## config.mk

```make
export PLATFORM = sky130hd
export DESIGN_NAME = uart_frame_parser
export DESIGN_NICKNAME = d
export VERILOG_FILES = /design/src/rtl/uart_frame_pkg.sv /design/src/rtl/frame_out_stage.sv /design/src/rtl/uart_frame_parser.sv
export SDC_FILE = /design/constraint.sdc
export NUM_CORES = 1
export LEC_CHECK = 0
export ABC_AREA = 1
export CELL_PAD_IN_SITES_DETAIL_PLACEMENT = 2
export CELL_PAD_IN_SITES_GLOBAL_PLACEMENT = 2
export CORE_MARGIN = 1
export CORE_UTILIZATION = 33
export DETAILED_ROUTE_END_ITERATION = 16
export DONT_BUFFER_PORTS = 1
export MAX_ROUTING_LAYER = met4
export PLACE_DENSITY_LB_ADDON = 0.1
export SKIP_LAST_GASP = 1
export SLEW_MARGIN = 20
export SYNTH_ARGS = -nofsm -noshare
export SYNTH_HDL_FRONTEND = slang
export SYNTH_SLANG_ARGS = --single-unit
```

## constraint.sdc

```tcl
create_clock -name rclk -period 1.7 [get_ports rclk]
set_input_delay 0.425 -clock rclk [delete_from_list [all_inputs] [get_ports rclk]]
set_output_delay 0.425 -clock rclk [all_outputs]
set_load 0.1 [all_outputs]
```

## src/rtl/uart_frame_pkg.sv

```systemverilog
// Shared types and constants for the UART frame parser: FSM states, error codes and the
// default start-of-frame marker.
package uart_frame_pkg;

  typedef enum logic [1:0] {
    StHunt,
    StLen,
    StPayload,
    StCsum
  } state_e;

  localparam logic [1:0] ERR_NONE    = 2'd0;
  localparam logic [1:0] ERR_LEN     = 2'd1;
  localparam logic [1:0] ERR_CSUM    = 2'd2;
  localparam logic [1:0] ERR_TIMEOUT = 2'd3;

  localparam logic [7:0] SOF_DEFAULT = 8'hA5;

endpackage

```

## src/rtl/frame_out_stage.sv

```systemverilog
// Single-entry valid/ready holding register for the payload stream. A new byte may be loaded
// in the same cycle the held one is accepted, giving full-rate back-to-back transfers.
module frame_out_stage #(
  parameter int unsigned Width = 8
) (
  input  logic             clk_i,
  input  logic             rst_i,
  input  logic             load_i,
  input  logic             drop_i,
  input  logic [Width-1:0] data_i,
  input  logic             last_i,
  input  logic             ready_i,
  output logic             valid_o,
  output logic [Width-1:0] data_o,
  output logic             last_o,
  output logic             can_load_o
);

  logic             valid_q, valid_d;
  logic [Width-1:0] data_q, data_d;
  logic             last_q, last_d;

  always_comb begin
    valid_d = valid_q;
    data_d  = data_q;
    last_d  = last_q;
    if (drop_i) begin
      valid_d = 1'b0;
    end else if (load_i) begin
      valid_d = 1'b1;
      data_d  = data_i;
      last_d  = last_i;
    end else if (valid_q && ready_i) begin
      valid_d = 1'b0;
    end
  end

  always_ff @(posedge clk_i) begin
    if (rst_i) begin
      valid_q <= 1'b0;
      data_q  <= '0;
      last_q  <= 1'b0;
    end else begin
      valid_q <= valid_d;
      data_q  <= data_d;
      last_q  <= last_d;
    end
  end

  assign can_load_o = ~valid_q | ready_i;
  assign valid_o    = valid_q;
  assign data_o     = data_q;
  assign last_o     = last_q;

endmodule

```

## src/rtl/uart_frame_parser.sv

```systemverilog
// Pops bytes from the UART RX FIFO, parses SOF/LEN/payload/XOR-checksum frames and streams the
// payload out. Define UART_FRAME_TIMEOUT_EN to abort frames after TIMEOUT_CYC idle cycles.
module uart_frame_parser
  import uart_frame_pkg::*;
#(
  parameter int unsigned         DATASIZE    = 8,
  parameter logic [DATASIZE-1:0] SOF_BYTE    = DATASIZE'(SOF_DEFAULT),
  parameter int unsigned         MAX_LEN     = 16,
  parameter int unsigned         TIMEOUT_CYC = 1024
) (
  input  logic                rclk,
  input  logic                rrst,
  input  logic                rempty,
  input  logic [DATASIZE-1:0] rdata,
  output logic                rinc,
  output logic [DATASIZE-1:0] out_data,
  output logic                out_valid,
  output logic                out_last,
  input  logic                out_ready,
  output logic                frame_ok,
  output logic                frame_err,
  output logic [1:0]          err_code,
  output logic                busy
);

  localparam int unsigned         CntW    = $clog2(MAX_LEN + 1);
  localparam logic [DATASIZE-1:0] MaxLenB = DATASIZE'(MAX_LEN);

  if (MAX_LEN < 1 || CntW > DATASIZE) begin : g_bad_max_len
    $error("MAX_LEN must be at least 1 and representable in DATASIZE bits");
  end
  if (TIMEOUT_CYC < 2) begin : g_bad_timeout
    $error("TIMEOUT_CYC must be at least 2");
  end

  state_e              state_q, state_d;
  logic [CntW-1:0]     cnt_q, cnt_d;
  logic [DATASIZE-1:0] csum_q, csum_d;
  logic [1:0]          err_code_q, err_code_d;
  logic                frame_ok_q, frame_ok_d;
  logic                frame_err_q, frame_err_d;
  logic                can_load, load, load_last, drop;
  logic                tmo_hit;

`ifdef UART_FRAME_TIMEOUT_EN
  localparam int unsigned TmoW = $clog2(TIMEOUT_CYC);

  logic [TmoW-1:0] tmo_q, tmo_d;

  // Any cycle without a pop counts as idle, including output back-pressure stalls.
  assign tmo_hit = (state_q != StHunt) && !rinc && (tmo_q == TmoW'(TIMEOUT_CYC - 1));

  always_comb begin
    tmo_d = tmo_q + TmoW'(1);
    if (state_q == StHunt || rinc || tmo_hit) tmo_d = '0;
  end

  always_ff @(posedge rclk) begin
    if (rrst) tmo_q <= '0;
    else      tmo_q <= tmo_d;
  end
`else
  assign tmo_hit = 1'b0;
`endif

  always_ff @(posedge rclk) begin
    if (rrst) begin
      state_q     <= StHunt;
      cnt_q       <= '0;
      csum_q      <= '0;
      err_code_q  <= ERR_NONE;
      frame_ok_q  <= 1'b0;
      frame_err_q <= 1'b0;
    end else begin
      state_q     <= state_d;
      cnt_q       <= cnt_d;
      csum_q      <= csum_d;
      err_code_q  <= err_code_d;
      frame_ok_q  <= frame_ok_d;
      frame_err_q <= frame_err_d;
    end
  end

  always_comb begin
    state_d     = state_q;
    cnt_d       = cnt_q;
    csum_d      = csum_q;
    err_code_d  = err_code_q;
    frame_ok_d  = 1'b0;
    frame_err_d = 1'b0;
    load        = 1'b0;
    load_last   = 1'b0;
    drop        = 1'b0;
    if (tmo_hit) begin
      state_d     = StHunt;
      frame_err_d = 1'b1;
      err_code_d  = ERR_TIMEOUT;
      drop        = 1'b1;
    end else if (rinc) begin
      unique case (state_q)
        StHunt: begin
          if (rdata == SOF_BYTE) state_d = StLen;
        end
        StLen: begin
          if (rdata == '0 || rdata > MaxLenB) begin
            frame_err_d = 1'b1;
            err_code_d  = ERR_LEN;
            state_d     = StHunt;
          end else begin
            cnt_d   = CntW'(rdata);
            csum_d  = rdata;
            state_d = StPayload;
          end
        end
        StPayload: begin
          load      = 1'b1;
          load_last = (cnt_q == CntW'(1));
          csum_d    = csum_q ^ rdata;
          cnt_d     = cnt_q - CntW'(1);
          if (load_last) state_d = StCsum;
        end
        StCsum: begin
          if (rdata == csum_q) begin
            frame_ok_d = 1'b1;
            err_code_d = ERR_NONE;
          end else begin
            frame_err_d = 1'b1;
            err_code_d  = ERR_CSUM;
          end
          state_d = StHunt;
        end
        default: state_d = StHunt;
      endcase
    end
  end

  // In PAYLOAD a pop is only allowed when the output register can take the byte.
  always_comb begin
    rinc = 1'b0;
    if (!rrst && !rempty) rinc = (state_q == StPayload) ? can_load : 1'b1;
  end

  assign busy      = (state_q != StHunt);
  assign frame_ok  = frame_ok_q;
  assign frame_err = frame_err_q;
  assign err_code  = err_code_q;

  frame_out_stage #(
    .Width(DATASIZE)
  ) u_out_stage (
    .clk_i     (rclk),
    .rst_i     (rrst),
    .load_i    (load),
    .drop_i    (drop),
    .data_i    (rdata),
    .last_i    (load_last),
    .ready_i   (out_ready),
    .valid_o   (out_valid),
    .data_o    (out_data),
    .last_o    (out_last),
    .can_load_o(can_load)
  );

endmodule

```

# == Word-level counts from Yosys, hierarchy flattened ==
# Cells that the tools add are included.
# totals
regBits,29
in_bits,12
wordCells,65
# op_classes
n_addsub,1
magnitude_cmp,1
eq_ne,10
mux,23
n_bitwise,5
n_reduce_logical,16
# ops
cell,n
one-hot mux 8 bit (2 select lines),1
two-way mux 1 bit,11
two-way mux 2 bit,5
one-hot mux 5 bit (2 select lines),1
AND reduction 3 bit,3
equality test 8 bit,1
"equality test 8 bit, second input constant",1
"greater-than comparator 8 x 5 -> 1 bit, second input constant",1
logical NOT 8 bit,1
two-way mux 8 bit,1
"inequality test 2 bit, second input constant",4
one-hot mux 2 bit (4 select lines),1
nonzero test 2 bit,4
bitwise XOR 8 bit,1
"equality test 5 x 1 -> 1 bit, second input constant",1
two-way mux 5 bit,1
"subtractor 5 x 1 -> 5 bit, second input constant",1
"equality test 2 bit, second input constant",2
one-hot mux 2 bit (2 select lines),1
NOT 1 bit,3
OR reduction 3 bit,1
"equality test 2 x 1 -> 1 bit, second input constant",1
logical AND 1 bit,2
logical NOT 1 bit,2
other kinds (5),5

# == Logic depth before layout (Yosys ltp) ==
# Gate-level depths: netlist of the first run.
# depth
ltp_word,6
mapped_depth,10
mapped_depth_nobuf,10

# == Hierarchy ==
# A second synthesis of the first run with hierarchy kept.
# unflattened
hier_cells,277
hier_area_um2,1719.1
# by_module_without_submodules
mod,n_inst,cells_each,area_each_um2,seq_area_each_um2
uart_frame_parser,1,213,1247.4,380.4
frame_out_stage,1,64,471.7,200.2

# == Least setup slack after synthesis of the first run ==
# Ideal clock, no wire load.
# synth_timing
path_kind,register -> register
startpoint,"reg u_out_stage.valid_q, in the netlist u_out_stage.valid_o"
endpoint,reg csum_q[0]
setup_time_ns,0.113
t_arrival_ns,1.917
required_ns,1.587
slack_ns,-0.329
stages_incl_launch_ff,9
n_path_buf,1
period_less_slack_ns,2.029
path_cell_list,dfxtp_1 -> nand2_1 -> nor2_2 -> nor2_8 -> nand2_4 -> buf_2 -> nand3_1 -> nand2_1 -> nor2_1
# synth_between
elab_chain_cells,5
# synth_rtl
element,line_no,source
start: declaration,frame_out_stage.sv:19,"logic valid_q, valid_d;"
start signal: assignment,frame_out_stage.sv:44,valid_q <= valid_d;
NOT 1 bit,frame_out_stage.sv:50,assign can_load_o = ~valid_q | ready_i;
bitwise OR 1 bit,frame_out_stage.sv:50,
two-way mux 1 bit (2 in series),uart_frame_parser.sv:140,if (!rrst && !rempty) rinc = (state_q == StPayload) ? can_load : 1'b1;
via rinc,uart_frame_parser.sv:15,"output logic rinc,"
AND reduction 3 bit (no source line),-,
end signal: assignment,uart_frame_parser.sv:77,csum_q <= csum_d;
end: declaration,uart_frame_parser.sv:38,"logic [DATASIZE-1:0] csum_q, csum_d;"
# The timed path passes the listed nets, and every way through them passes these cells.
# A chain may end at the register's enable or synchronous reset.

# == Worst setup path in the final report of the first run ==
# layout_timing
startpoint,reg state_q[0]
endpoint,out rinc
# layout_between
elab_chain_cells,3
# layout_rtl
element,line_no,source
start: declaration,uart_frame_parser.sv:36,"state_e state_q, state_d;"
start signal: assignment,uart_frame_parser.sv:68,state_q <= StHunt;
start signal: assignment,uart_frame_parser.sv:75,state_q <= state_d;
equality test 2 bit,uart_frame_parser.sv:140,
two-way mux 1 bit (2 in series),uart_frame_parser.sv:140,
end: declaration,uart_frame_parser.sv:15,
# No other way between the ends.

==> metrics, run 1 <==
die height 70.9 um; synth warn 0; vias in the first global route 1740; clock share of power 43.1%; gpl congestion 0.759; grt met3 use 4.56%; Sink Count 29; Port Buffers 0; synthesized cell area 0.00157 mm^2; Rel. slew slack 43.4%; Critical Path RT 1.27 ns; share of the synthesized area in the top cell type 37.1%; initial drt markers 67; Post-Syn Nets 249; vias per inst 5.02; final WL 5000 um; skew final 0.00635 ns; layout cells sized above 1 15.4%; Area contributors post-synth dfxtp_1 (37%), nand2_1 (16%), nand3_1 (9.6%); antenna violations before repair 0; Final HPWL DP 3620 um; commonest non-fill, non-tap cell in the layout nand2_1; H-tree Lvls 2; Pre-Repair DR Iteration Count 10; pwr/cell area 731 mW/mm^2; Worst-Skew Late Latency 0.28 ns; DIE AREA 0.00502 mm^2; RSZ-0062 raised after global routing false; Critical Path Start state_q[0]; CP Data Arrival Time 1.20 ns; FILL cells 547; Final Critical Period 1.62 ns; Final Slew Violations 0; FF-to-FF Start state_q[0]; final hold slack 0.249 ns; Static Leak 0.914 nW; flops & latches, synth 29; Avg Cell Area, Syn 6.66 um^2; Syn-to-layout area delta 18.1%; CTS clock-pin slew for the worst setup and hold paths 0.06 ns; Reg-to-Reg End cnt_q[0]; sw power 0.320 mW; CP startpoint kind flip-flop; Max Clock Freq 617 MHz; first-pass GRT wire length 8310 um; Comb pwr share 6.6%; Max Cap Viol 0; maximum vdd drop 0.270 mV; Max clock buf depth 2; part of the power in registers 50.3%; GRT busiest layer met2; number of library cell types mapped by synthesis 26; Final period util 95.3%; synthesized instance count 235; Final setup viols 0; CTS tree built; largest area contributor in the netlist dfxtp_1; clock root buffer clkbuf_8; placed insts 296; reg2reg setup slack 0.12 ns; DR DRC count 2; Antenna Nets Post-Route 0; Design Power 1.35 mW; sw frac 23.7%; Fin Setup TNS 0 ns; row count 24; grt ovf 0; Max FO, Critical Path 4; # diodes 0; Hold Path Stages 1; Finished Layout Cells 306; TritonCTS buffer count 5; Hold Vio Cnt, Final 0; Hold Crit Start rrst; die span in x 70.9 um; met2 Track Usage GR 41.2%; Worst Hold Class input port to flip-flop; Routed WL per cell 16.3 um; largest net degree at the start of global routing 27; run status finished, violations left; critical setup path kind flip-flop to output pin; GRT Total Usage 22.4%; Worst Hold End u_out_stage.valid_o; met1 usage 24.2%; core area 0.00444 mm^2; failing checks design-rule violations; Seq/Total Area, Yosys 37.1%; Worst R2R Path Depth 10; routed via count 1535; Worst Tran Pin Value 0.844 ns; Pint 1.03 mW; critical path endpoint category output pin; Final nets 268; most frequent cells in the layout nand2_1 (66), nor2_1 (35), nand3_1 (30); initial core utilization 35.2%; # IOs 28
## power groups by stage
stage               sequential (mW)  clock (mW)  combinational [mW]
floorplan                     0.695           0              0.0623
global placement              0.695           0              0.0796
detailed placement            0.695           0              0.0830
CTS                           0.680       0.602              0.0886
global route                  0.679       0.628              0.0981
finish                        0.680       0.582              0.0893
## per-layer routing
metal / wire length, um / part of all wire [%]
met1: 2110 / 42
met5: 0 / 0
met2: 2650 / 53
met3: 184 / 3.7
met4: 52 / 1.0
## Yosys cell counts (all sizes together)
cell type	n
nand2	68
clkinv	1
nand3	31
nor2	37
inv	25
nand4	1
xor2	1
a21oi	3
dfxtp	29
clkbuf	3
ha	2
nor3	2
buf	5
o21ai	17
xnor2	8
or2	2
## state kept, by name, indices dropped and copies added (netlist names), named ones only
signal and count:
frame_ok 1, u_out_stage.valid_o 1, err_code 2, cnt_q 5, state_q 1, frame_err 1, u_out_stage.last_o 1, u_out_stage.data_o 8
csum_q 8
## repair_timing
action	CTS	global route
hold endpoints to repair	0	0
resized for setup	2	3
pin swaps	1	0
hold buffers	0	0
buffers inserted	3	0
endpoints found under the setup margin	1	16
## through the flow
step                      setup WS, ns  util (%)  cell area (um^2)
after floorplan                0.00617         -              1570
final                           0.0795      41.6              1850
after global placement          0.0802      38.7              1720
after global routing            0.0145      41.6              1850
after detailed placement        0.0392      38.7              1720
after CTS                       0.0368      41.3              1840
## final cells by class
| class | count | area (um^2) | share of cell area [%] |
|---|---|---|---|
| Clock buffer | 7 | 86.3 | 4.67 |
| Inverter | 26 | 97.6 | 5.28 |
| Multi-Input combinational cell | 172 | 852 | 46.1 |
| Sequential cell | 29 | 584 | 31.6 |
| Tap cell | 52 | 65.1 | 3.52 |
| Timing Repair Buffer | 20 | 163 | 8.80 |
## cells by family after synthesis
group | after synthesis | synth area share (%)
compound gates | 20 | 6.39
fa+ha+maj | 2 | 1.60
buf+inv | 34 | 9.51
flops | 29 | 37.1
xor+xnor | 9 | 5.04
simple gates | 141 | 40.4
## critical path, stage by stage (launching register included)
cell     delay, ns
dfxtp_2       0.34
inv_2         0.09
nand2_2       0.09
nor2_4        0.17
nor2_8        0.06
buf_12        0.16
## worst max-delay path by stage
| stage | to | slack [ns] | cells after the start |
|---|---|---|---|
| CTS | u_out_stage.data_o[6] | 0.04 | 8 |
| detailed placement | u_out_stage.data_o[6] | 0.04 | 3 |
| finish | rinc | 0.08 | 5 |
| global route | rinc | 0.01 | 5 |
| floorplan | csum_q[0] | 0.006 | 8 |
| global placement | cnt_q[0] | 0.08 | 7 |
Note: power is estimated with default switching activity, not from simulation.
==> run 2, diff against run 1 <==
==> constraint.sdc (replaced) <==
create_clock -name rclk -period 1.7 [get_ports rclk]
set_input_delay 0 -clock rclk [delete_from_list [all_inputs] [get_ports rclk]]
set_output_delay 0 -clock rclk [all_outputs]
set_load 0.1 [all_outputs]
==> run 2 against run 1 <==
Against the previous run: the run ends with negative hold slack, negative setup slack left; clock skew is 0.0039 ns lower; critical endpoint is now u_out_stage.data_o[6]; die area unchanged; sequential power is essentially flat; worst setup slack worse by 0.095 ns; utilization grew 1.3 points; combinational power grew 15%.
==> metrics, run 2 (synthesis results as in run 1) <==
Post-CTS Setup Bufs 0; Critical Path RT 1.86 ns; Final Critical Period 1.72 ns; routed via count 1620; Syn-to-layout area delta 21.7%; GRT Total Usage 23.7%; Routed WL per cell 17.1 um; DR DRC count 0; CP Data Arrival Time 1.88 ns; FILL cells 542; commonest non-fill, non-tap cell in the layout nand2_1; critical setup path kind flip-flop to flip-flop; vias in the first global route 1829; CP startpoint kind flip-flop; H-tree Lvls 2; Final period util 101%; Max Cap Viol 0; failing checks negative hold slack, negative setup slack; Sink Count 29; layout cells sized above 1 13.4%; initial core utilization 35.2%; Fin Setup TNS -0.0151 ns; Final HPWL DP 3570 um; initial drt markers 37; skew final 0.00248 ns; most frequent cells in the layout nand2_1 (67), nor2_1 (34), nand3_1 (30); Port Buffers 0; grt ovf 0; final WL 5380 um; clock root buffer clkbuf_8; reg2reg setup slack -0.02 ns; run status finished, violations left; Max Clock Freq 583 MHz; first-pass GRT wire length 8740 um; final core utilization 42.8%; Rel. slew slack 77.4%; Final Slew Violations 0; largest net degree at the start of global routing 27; Final setup viols 1; row count 24; placement-stage cell area 0.00172 mm^2; pre-CTS setup slack 0.0749 ns; die span in x 70.9 um; final hold slack -0.00334 ns; antenna violations before repair 0; register area 582 um^2; Final nets 276; pwr/cell area 716 mW/mm^2; DIE AREA 0.00502 mm^2; RSZ-0062 raised after global routing true; Worst Tran Pin Value 0.336 ns; worst setup margin -0.0151 ns; Hold Vio Cnt, Final 1; Pre-Repair DR Iteration Count 8; # IOs 28; critical path endpoint category flip-flop; Static Leak 0.949 nW; Design Area, Final 0.00190 mm^2; TritonCTS buffer count 5; CTS clock-pin slew for the worst setup and hold paths 0.06 ns; # diodes 0; gpl congestion 0.817; Worst-Skew Late Latency 0.28 ns; multi-input logic area 838 um^2; Antenna Nets Post-Route 0; die height 70.9 um; CTS tree built; vias per inst 5.16; Worst Hold Class input port to flip-flop; Max clock buf depth 2; maximum vdd drop 0.245 mV; Max FO, Critical Path 25; core area 0.00444 mm^2
-- run 2: per-layer routing --
metal | up-vias | global-route usage [%] | share of wire, %
met5 | - | - | 0
met4 | 0 | 7.78 | 1.1
met3 | 8 | 3.56 | 3.4
met2 | 28 | 45.6 | 56
met1 | 801 | 24.4 | 39
li1 | 783 | - | -
-- run 2: worst paths after layout --
| kind | cells after the start | from | end |
|---|---|---|---|
| setup / recovery | 7 | flip-flop | u_out_stage.data_o[6] |
| hold / removal | 4 | rdata[2] | cnt_q[2] |
| setup reg to reg | 7 | flip-flop | u_out_stage.data_o[6] |
| hold reg to reg | 2 | err_code[0] | err_code[0] |
-- run 2: power by group --
group          internal [mW]  switching (mW)  total (mW)
Combinational         0.0411          0.0619       0.103
Sequential             0.680        0.000131       0.680
Clock                  0.321           0.260       0.581
-- run 2: cell type report --
class,count,area share [%]
multi-input combinational,172,44.0
sequential,29,30.6
timing repair buffer,28,12.4
inverter,26,5.12
clock buffer,7,4.53
tap,52,3.42
-- run 2: repair_timing --
action | in CTS | in global routing
hold buffers | 10 | 0
hold endpoints to repair | 11 | 0
resized for setup | 0 | 1
endpoints found under the setup margin | 0 | 18
-- run 2: metrics by stage --
stage          total power, mW  instances  hold slack (ns)
6_report                  1.36        314         -0.00334
5_1_grt                   1.41        314           0.0491
4_1_cts                   1.37        314          0.00255
3_5_place_dp             0.776        297            0.114
3_3_place_gp             0.772        297            0.107
2_1_floorplan            0.758        235            0.104
-- run 2: worst max-delay path, cell delays in order, from the launching register on --
cell,delay [ns]
dfxtp_1,0.46
nand2_1,0.17
nor2_2,0.25
nor2_8,0.08
nand2_4,0.25
inv_1,0.19
nand2_1,0.12
nand2_1,0.07
